$ cat config.mk
export PLATFORM = sky130hd
export DESIGN_NAME = mips_multicycle_ctrl
export DESIGN_NICKNAME = d
export VERILOG_FILES = /design/src/rtl/mips_multicycle_ctrl.sv
export SDC_FILE = /design/constraint.sdc
export NUM_CORES = 1
export LEC_CHECK = 0
export BUFFER_PORTS_ARGS = -buffer_cell sky130_fd_sc_hd__buf_2
export CORE_ASPECT_RATIO = 0.5
export CORE_UTILIZATION = 57
export DETAILED_ROUTE_END_ITERATION = 10
export PLACE_DENSITY = 0.84
export SLEW_MARGIN = 20
export SYNTH_ARGS = -nofsm -noshare
export SYNTH_HDL_FRONTEND = slang
export SYNTH_SLANG_ARGS = --single-unit
export TNS_END_PERCENT = 1
$ cat constraint.sdc
create_clock -name CLK -period 5.4 [get_ports CLK]
set_input_delay 0.54 -clock CLK [delete_from_list [all_inputs] [get_ports CLK]]
set_output_delay 0.54 -clock CLK [all_outputs]
set_load 0.05 [all_outputs]
$ cat src/rtl/mips_multicycle_ctrl.sv
// mips_multicycle_ctrl: multi-cycle control sequencer for a small MIPS datapath.
// Fetches into an instruction register, decodes it, and steps through
// FETCH/DECODE/EXEC/MEM/WB. A PC write strobe gates every PC update.
// MEM waits on mem_ready and faults to HALT if MEM_TIMEOUT cycles elapse.
// Illegal opcodes also halt. Only Reset leaves HALT.
// Optional feature: define MIPS_CTRL_BNE_EN to accept bne (op 0x05).
// bne uses the beq path with the branch condition inverted.
module mips_multicycle_ctrl #(
  parameter int MEM_TIMEOUT = 15,
  parameter int CNT_W       = 8
) (
  input  logic        CLK,
  input  logic        Reset,
  input  logic [31:0] Instr,
  input  logic        Zero,
  input  logic        mem_ready,
  output logic        RegDst,
  output logic        RegWrite,
  output logic        ALUSrc,
  output logic [3:0]  ALUControl,
  output logic        MemRead,
  output logic        MemWrite,
  output logic        MemToReg,
  output logic        PCSrc,
  output logic        JumpPC,
  output logic        PCWrite,
  output logic        Halted,
  output logic [1:0]  Fault,
  output logic [2:0]  State
);

  typedef enum logic [2:0] {
    S_FETCH  = 3'd0,
    S_DECODE = 3'd1,
    S_EXEC   = 3'd2,
    S_MEM    = 3'd3,
    S_WB     = 3'd4,
    S_HALT   = 3'd5
  } state_t;

  localparam logic [5:0] OP_RTYPE = 6'h00;
  localparam logic [5:0] OP_J     = 6'h02;
  localparam logic [5:0] OP_BEQ   = 6'h04;
  localparam logic [5:0] OP_BNE   = 6'h05;
  localparam logic [5:0] OP_ADDI  = 6'h08;
  localparam logic [5:0] OP_LW    = 6'h23;
  localparam logic [5:0] OP_SW    = 6'h2B;

  localparam logic [5:0] FN_ADD = 6'h20;
  localparam logic [5:0] FN_SUB = 6'h22;
  localparam logic [5:0] FN_AND = 6'h24;
  localparam logic [5:0] FN_OR  = 6'h25;
  localparam logic [5:0] FN_SLT = 6'h2A;

  localparam logic [3:0] ALU_AND = 4'b0000;
  localparam logic [3:0] ALU_OR  = 4'b0001;
  localparam logic [3:0] ALU_ADD = 4'b0010;
  localparam logic [3:0] ALU_SUB = 4'b0110;
  localparam logic [3:0] ALU_SLT = 4'b0111;

  localparam logic [1:0] FAULT_NONE    = 2'd0;
  localparam logic [1:0] FAULT_ILLEGAL = 2'd1;
  localparam logic [1:0] FAULT_TIMEOUT = 2'd2;

  // Counter value on the last MEM cycle that is allowed before the timeout.
  localparam logic [CNT_W-1:0] TO_LAST = CNT_W'(MEM_TIMEOUT - 1);

  state_t           state_reg, state_next;
  logic [31:0]      ir_reg, ir_next;
  logic [CNT_W-1:0] cnt_reg, cnt_next;
  logic [1:0]       fault_reg, fault_next;

  logic [5:0] op;
  logic [5:0] funct;
  logic       is_nop, is_r, is_lw, is_sw, is_addi, is_beq, is_bne, is_j;
  logic       is_legal;
  logic [3:0] alu_dec;
  logic       level_en;

  logic reg_write_c, mem_read_c, mem_write_c, pc_src_c, jump_pc_c, pc_write_c;

  // Instruction decode from the instruction register.
  always_comb begin
    op      = ir_reg[31:26];
    funct   = ir_reg[5:0];
    is_nop  = (ir_reg == 32'd0);
    is_r    = 1'b0;
    is_lw   = 1'b0;
    is_sw   = 1'b0;
    is_addi = 1'b0;
    is_beq  = 1'b0;
    is_bne  = 1'b0;
    is_j    = 1'b0;
    alu_dec = 4'b0000;
    case (op)
      OP_RTYPE: begin
        is_r = 1'b1;
        case (funct)
          FN_ADD:  alu_dec = ALU_ADD;
          FN_SUB:  alu_dec = ALU_SUB;
          FN_AND:  alu_dec = ALU_AND;
          FN_OR:   alu_dec = ALU_OR;
          FN_SLT:  alu_dec = ALU_SLT;
          default: is_r = 1'b0;
        endcase
      end
      OP_LW: begin
        is_lw   = 1'b1;
        alu_dec = ALU_ADD;
      end
      OP_SW: begin
        is_sw   = 1'b1;
        alu_dec = ALU_ADD;
      end
      OP_ADDI: begin
        is_addi = 1'b1;
        alu_dec = ALU_ADD;
      end
      OP_BEQ: begin
        is_beq  = 1'b1;
        alu_dec = ALU_SUB;
      end
`ifdef MIPS_CTRL_BNE_EN
      OP_BNE: begin
        is_bne  = 1'b1;
        alu_dec = ALU_SUB;
      end
`else
      OP_BNE: begin
        is_bne  = 1'b0;
        alu_dec = 4'b0000;
      end
`endif
      OP_J:    is_j = 1'b1;
      default: alu_dec = 4'b0000;
    endcase
    is_legal = is_r | is_lw | is_sw | is_addi | is_beq | is_bne | is_j;
  end

  // State, instruction register, MEM wait counter and fault cause.
  always_ff @(posedge CLK or negedge Reset) begin
    if (!Reset) begin
      state_reg <= S_FETCH;
      ir_reg    <= 32'd0;
      cnt_reg   <= '0;
      fault_reg <= FAULT_NONE;
    end else begin
      state_reg <= state_next;
      ir_reg    <= ir_next;
      cnt_reg   <= cnt_next;
      fault_reg <= fault_next;
    end
  end

  // Next-state logic and per-state strobes.
  always_comb begin
    state_next  = state_reg;
    ir_next     = ir_reg;
    cnt_next    = cnt_reg;
    fault_next  = fault_reg;
    reg_write_c = 1'b0;
    mem_read_c  = 1'b0;
    mem_write_c = 1'b0;
    pc_src_c    = 1'b0;
    jump_pc_c   = 1'b0;
    pc_write_c  = 1'b0;
    case (state_reg)
      S_FETCH: begin
        ir_next    = Instr;
        state_next = S_DECODE;
      end
      S_DECODE: begin
        if (is_nop) begin
          pc_write_c = 1'b1;
          state_next = S_FETCH;
        end else if (is_j) begin
          pc_write_c = 1'b1;
          jump_pc_c  = 1'b1;
          state_next = S_FETCH;
        end else if (!is_legal) begin
          fault_next = FAULT_ILLEGAL;
          state_next = S_HALT;
        end else begin
          state_next = S_EXEC;
        end
      end
      S_EXEC: begin
        if (is_r || is_addi) begin
          state_next = S_WB;
        end else if (is_lw || is_sw) begin
          cnt_next   = '0;
          state_next = S_MEM;
        end else if (is_beq || is_bne) begin
          pc_write_c = 1'b1;
          pc_src_c   = is_bne ? ~Zero : Zero;
          state_next = S_FETCH;
        end else begin
          // Not reachable: DECODE only forwards legal non-jump instructions.
          fault_next = FAULT_ILLEGAL;
          state_next = S_HALT;
        end
      end
      S_MEM: begin
        mem_read_c  = is_lw;
        mem_write_c = is_sw;
        if (mem_ready) begin
          // Ready takes priority over a timeout in the same cycle.
          if (is_sw) begin
            pc_write_c = 1'b1;
            state_next = S_FETCH;
          end else begin
            state_next = S_WB;
          end
        end else if (cnt_reg == TO_LAST) begin
          fault_next = FAULT_TIMEOUT;
          state_next = S_HALT;
        end else begin
          cnt_next = cnt_reg + 1'b1;
        end
      end
      S_WB: begin
        reg_write_c = 1'b1;
        pc_write_c  = 1'b1;
        state_next  = S_FETCH;
      end
      S_HALT: begin
        state_next = S_HALT;
      end
      default: begin
        state_next = S_FETCH;
      end
    endcase
  end

  // Level controls follow the IR from DECODE until the instruction retires.
  always_comb begin
    level_en   = (state_reg != S_FETCH) && (state_reg != S_HALT);
    RegDst     = level_en & is_r;
    ALUSrc     = level_en & (is_lw | is_sw | is_addi);
    ALUControl = level_en ? alu_dec : 4'b0000;
    MemToReg   = level_en & is_lw;
    RegWrite   = reg_write_c;
    MemRead    = mem_read_c;
    MemWrite   = mem_write_c;
    PCSrc      = pc_src_c;
    JumpPC     = jump_pc_c;
    PCWrite    = pc_write_c;
    Halted     = (state_reg == S_HALT);
    Fault      = fault_reg;
    State      = state_reg;
  end

endmodule

Word level (Yosys, flattened, before mapping)
Cells that the tools add are included.
{ "word_totals": {"out_inout_bits": 19, "word_cells": 107, "in_bits": 36, "ff_bits": 45} }
{ "op_classes": {"eq_ne": 28, "n_addsub": 1, "muxes": 51, "bitwise_logic": 10, "reduce_logical": 13} }
{ "ops": {"columns": ["operator", "count"], "rows": [
  ["$eq 6x6->1 const B", 7],
  ["$logic_not 32->1", 1],
  ["$mux 8", 4],
  ["$mux 3", 9],
  ["$mux 1", 23],
  ["$ne 2x2->1 const B", 10],
  ["$mux 2", 8],
  ["$pmux 8 s2", 1],
  ["$pmux 3 s5", 1],
  ["$pmux 3 s4", 1],
  ["$pmux 3 s3", 1],
  ["$reduce_and 9->1", 1],
  ["$add 8x1->8 const B", 1],
  ["$eq 8x4->1 const B", 1],
  ["$or 1x1->1", 7],
  ["$eq 3x2->1 const B", 2],
  ["$eq 3x3->1 const B", 2],
  ["$eq 6x2->1 const B", 1],
  ["$eq 6x3->1 const B", 1],
  ["$eq 6x4->1 const B", 1],
  ["$logic_not 6->1", 1],
  ["$ne 3x3->1 const B", 2],
  ["$pmux 2 s3", 1],
  ["$reduce_bool 3->1", 2],
  ["other kinds (11)", 14]
]} }

Depth between registers and ports, before layout
{ "depth": {"word_depth": 13, "mapped_depth": 7, "depth_no_buf": 7} }

Worst setup path before layout
OpenSTA, ideal clock, no wires.
{ "synth_path": {"path_type": "register to output", "startpoint": "reg state_reg[0] (netlist: State[0])", "endpoint": "out MemRead", "required_time_ps": 4860, "stages_incl_launch_ff": 4, "slack_ps": 2063, "arrival_ps": 2797, "path_cell_list": "dfrtp_1 > clkbuf_1 > clkbuf_1 > nor4b_1"} }
{ "synth_between": {"elab_chain_len": 2} }
{ "synth_rtl": {"columns": ["element", "line", "rtl"], "rows": [
  ["start, declared", "68", "state_t state_reg, state_next;"],
  ["start signal, assigned", "148", "state_reg <= state_next;"],
  ["$eq 3x2->1", "167", "case (state_reg)"],
  ["$mux 1", "167", null],
  ["end, declared", "21", "output logic MemRead,"]
]} }
Every way passes these cells.

Worst setup path in the final report
{ "layout_path": {"startpoint": "reg ir_reg[26]", "endpoint": "out PCWrite"} }
{ "layout_between": {"elab_chain_len": 6, "elab_cells_between_ends": 23, "classes_between": "5 x eq/ne; 14 x mux; 4 x reduce/logical"} }
{ "layout_rtl": {"columns": ["element", "line", "rtl"], "rows": [
  ["start, declared", "69", "logic [31:0] ir_reg, ir_next;"],
  ["start signal, assigned", "149", "ir_reg <= ir_next;"],
  ["$eq 6x3->1 or $eq 6x6->1 (tied branches)", "95", "case (op)"],
  ["$mux 1", "95", null],
  ["$mux 1 or $logic_or 1x1->1 (tied branches)", "193, 190", null],
  ["$mux 1", "190", "end else if (is_lw || is_sw) begin"],
  ["$mux 1", "188", "if (is_r || is_addi) begin"],
  ["$pmux 1 s4 (*)", "167", null],
  ["end, declared", "26", "output logic PCWrite,"]
]} }
Every way passes the cells marked *; elsewhere a longest branch is shown, timed or not.

==> impl_metrics.json <==
{
  "drt_pass1_iterations": 5,
  "yosysWarnings": 0,
  "leakagePower_nw": 1.22,
  "timing.rr.start": "ir_reg[6]",
  "period_share_pct": 50.0,
  "grt_use_met2_pct": 46.6,
  "seq_area_frac_synth_pct": 49.4,
  "cts_buffers": 5,
  "grt_pass1_wl_mm": 8.09,
  "pin_count": 55,
  "max_freq_ghz": 0.371,
  "critical_path.max_stage_delay_ns": 0.47,
  "start_util_pct": 63.0,
  "ff2ff_setup_slack_ns": 3.40,
  "finClkSkew_ns": 0.00757,
  "hold_path_class": "in -> async",
  "cts_tree": "yes",
  "cts_root_buf": "clkbuf_8",
  "synthTopCellsByArea": "dfrtp_1, mux2_2, xor2_1",
  "nFillCells": 243,
  "ctsHtreeMaxLevel": 2,
  "fin_area_um2": 2710,
  "pwr_density_cell_nw_per_um2": 247,
  "cts_sinks": 45,
  "drv_slew": 0,
  "fin_util_pct": 74.9,
  "synth_ff_type": "dfrtp_1",
  "finalSetupViolations": 0,
  "synth-compound-area-share_pct": 8.23,
  "yosysTopAreaCell": "dfrtp_1",
  "syn_inst": 207,
  "dieArea_um2": 4270,
  "holdWs_ns": 0.217,
  "critPathLaunchType": "flip-flop",
  "synthXorXnorAreaFrac_pct": 3.07,
  "syn2layout_area_growth_pct": 18.9,
  "largest_reg_flops": 32,
  "worst-path-max-fanout": 6,
  "clock_path_buffers": 2,
  "synthArstFlopShare_pct": 100,
  "slowest_stage": "dfrtp_1",
  "drc_errors": 0,
  "peakVddDrop_v": 0.000134,
  "die_h_um": 46.7,
  "syn_nets": 245,
  "path_cells": "nor4_4 > nand3b_1 > o311ai_0 > a21o_1 > buf_2",
  "drt_iter0_drc": 185,
  "path_clk_slew_ns": 0.09,
  "vias_per_cell": 5.92,
  "num_vias": 1836,
  "outcome": "completed",
  "met3_usage_pct": 5.99,
  "wirelength_mm": 5.21,
  "setup_ws_ns": 2.70,
  "synthMuxAreaShare_pct": 15.8,
  "grt.overflow.total": 0,
  "grt_max_degree": 46,
  "placed_area_um2": 2580,
  "die-width_um": 91.5,
  "dp.final_hpwl_mm": 3.53,
  "min_period_ns": 2.70,
  "arrival_ns": 2.16,
  "met1_usage_pct": 30.7,
  "cp_num_buf_inv": 1,
  "synth_top_cell_area_share_pct": 49.4,
  "synth_fa_ha_area_share_pct": 1.10,
  "core_area_um2": 3620,
  "holdBufCountCts": 0,
  "worst_pin_slew_ns": 0.559,
  "layout-drive-gt1-share_pct": 38.2,
  "final_nets": 297,
  "synth_edf_count": 0,
  "clk_latency_ns": 0.29,
  "setup_tns_ns": 0,
  "cap_viol_max_count": 0,
  "grt.busiest_layer": "met2",
  "port_buffers": 53,
  "crit_start": "ir_reg[26]",
  "grt_setup_unrepaired": "no",
  "synth_top_family_by_area": "simple AND/OR/NAND/NOR gates",
  "antenna_cells": 0,
  "path_class": "reg -> out",
  "ys_types": 43,
  "syn_area_um2": 2280,
  "dpl_worst_slack_ns": 3.03,
  "critical-path-top-delay-family": "simple AND/OR/NAND/NOR gates",
  "slew_headroom_pct": 62.6,
  "hold_viol_final": 0,
  "wl_per_cell_um": 16.8,
  "gp_congestion": 0.881,
  "synth-simple-area-share_pct": 19.1,
  "grt_antenna_before_repair": 0,
  "ys_seq_elements": 45,
  "crit_required_ns": 4.86,
  "end_kind": "output port",
  "core.rowCount": 15,
  "grt_use_total_pct": 25.4,
  "syn_avg_cell_area_um2": 11.0,
  "postCtsSetupRepairBufs": 0,
  "ant_nets": 0,
  "cts_resized": 0,
  "grt_pass1_vias": 1740
}
==> through the flow <==
| stage | total power, mW | std cells |
|---|---|---|
| floorplan | 0.393 | 207 |
| global placement | 0.416 | 302 |
| detailed placement | 0.419 | 302 |
| CTS | 0.668 | 309 |
| global route | 0.690 | 310 |
| finish | 0.669 | 310 |
==> cell usage in the layout (no fill, tap or decap), drive strengths merged, types with 3 or more instances in the layout <==
cell     n
buf     55
dfrtp   45
mux2    32
nor2    15
nand2   14
inv      8
nor4     8
o21ai    7
xor2     7
a21oi    6
nand4    5
clkbuf   5
nor3     5
nand3    4
and2     3
nand3b   3
a31oi    3
o31ai    3
==> synth_stat cells, types with 3 or more instances <==
library cell   n
xor2_1         7
nand2_1       14
a21oi_1        6
and2_1         3
mux2_2        32
nor4_1         7
inv_1          7
nand3b_1       3
nor3_1         4
o21ai_0        7
nor2_1        15
buf_2          4
dfrtp_1       45
a31oi_1        3
nand4_1        5
clkbuf_1       5
nand3_1        4
==> logic make-up after synthesis <==
family / Yosys count
and+or+nand+nor: 74
DFF: 45
muxes: 32
AOI/OAI and AO/OA: 28
buffers and inverters: 17
xor gates and xnor gates: 8
adders and majority gates: 2
other: 1
==> worst paths after layout <==
| kind | end | cells after the start |
|---|---|---|
| max in group asynchronous | ir_reg[7] | 2 |
| worst max-delay path | PCWrite | 5 |
| min in group CLK | ir_reg[27] | 3 |
| worst min-delay path | cnt_reg[0] | 1 |
| worst min register to register | Fault[0] | 1 |
| worst max register to register | Fault[0] | 5 |
==> area by class of cell <==
type	count	area [um^2]	share of cell area [%]
inverters	7	26.3	0.969
well taps	51	63.8	2.35
flip-flops and latches	45	1130	41.5
repair buffers	55	300	11.1
clock buffers	5	68.8	2.54
multi-input cells	145	1090	40.1
clock inverters	2	38.8	1.43
==> routing by layer <==
metal	wire, um	vias up
li1	-	847
met1	2250	896
met2	2590	85
met3	307	8
met4	64	0
met5	0	-
==> power breakdown <==
group	switching [mW]	internal [mW]	total, mW
combinational	0.0254	0.0265	0.0519
clock	0.116	0.137	0.253
sequential	0.0136	0.351	0.364
total	0.155	0.514	0.669
Note: power is estimated with default switching activity, not from simulation.
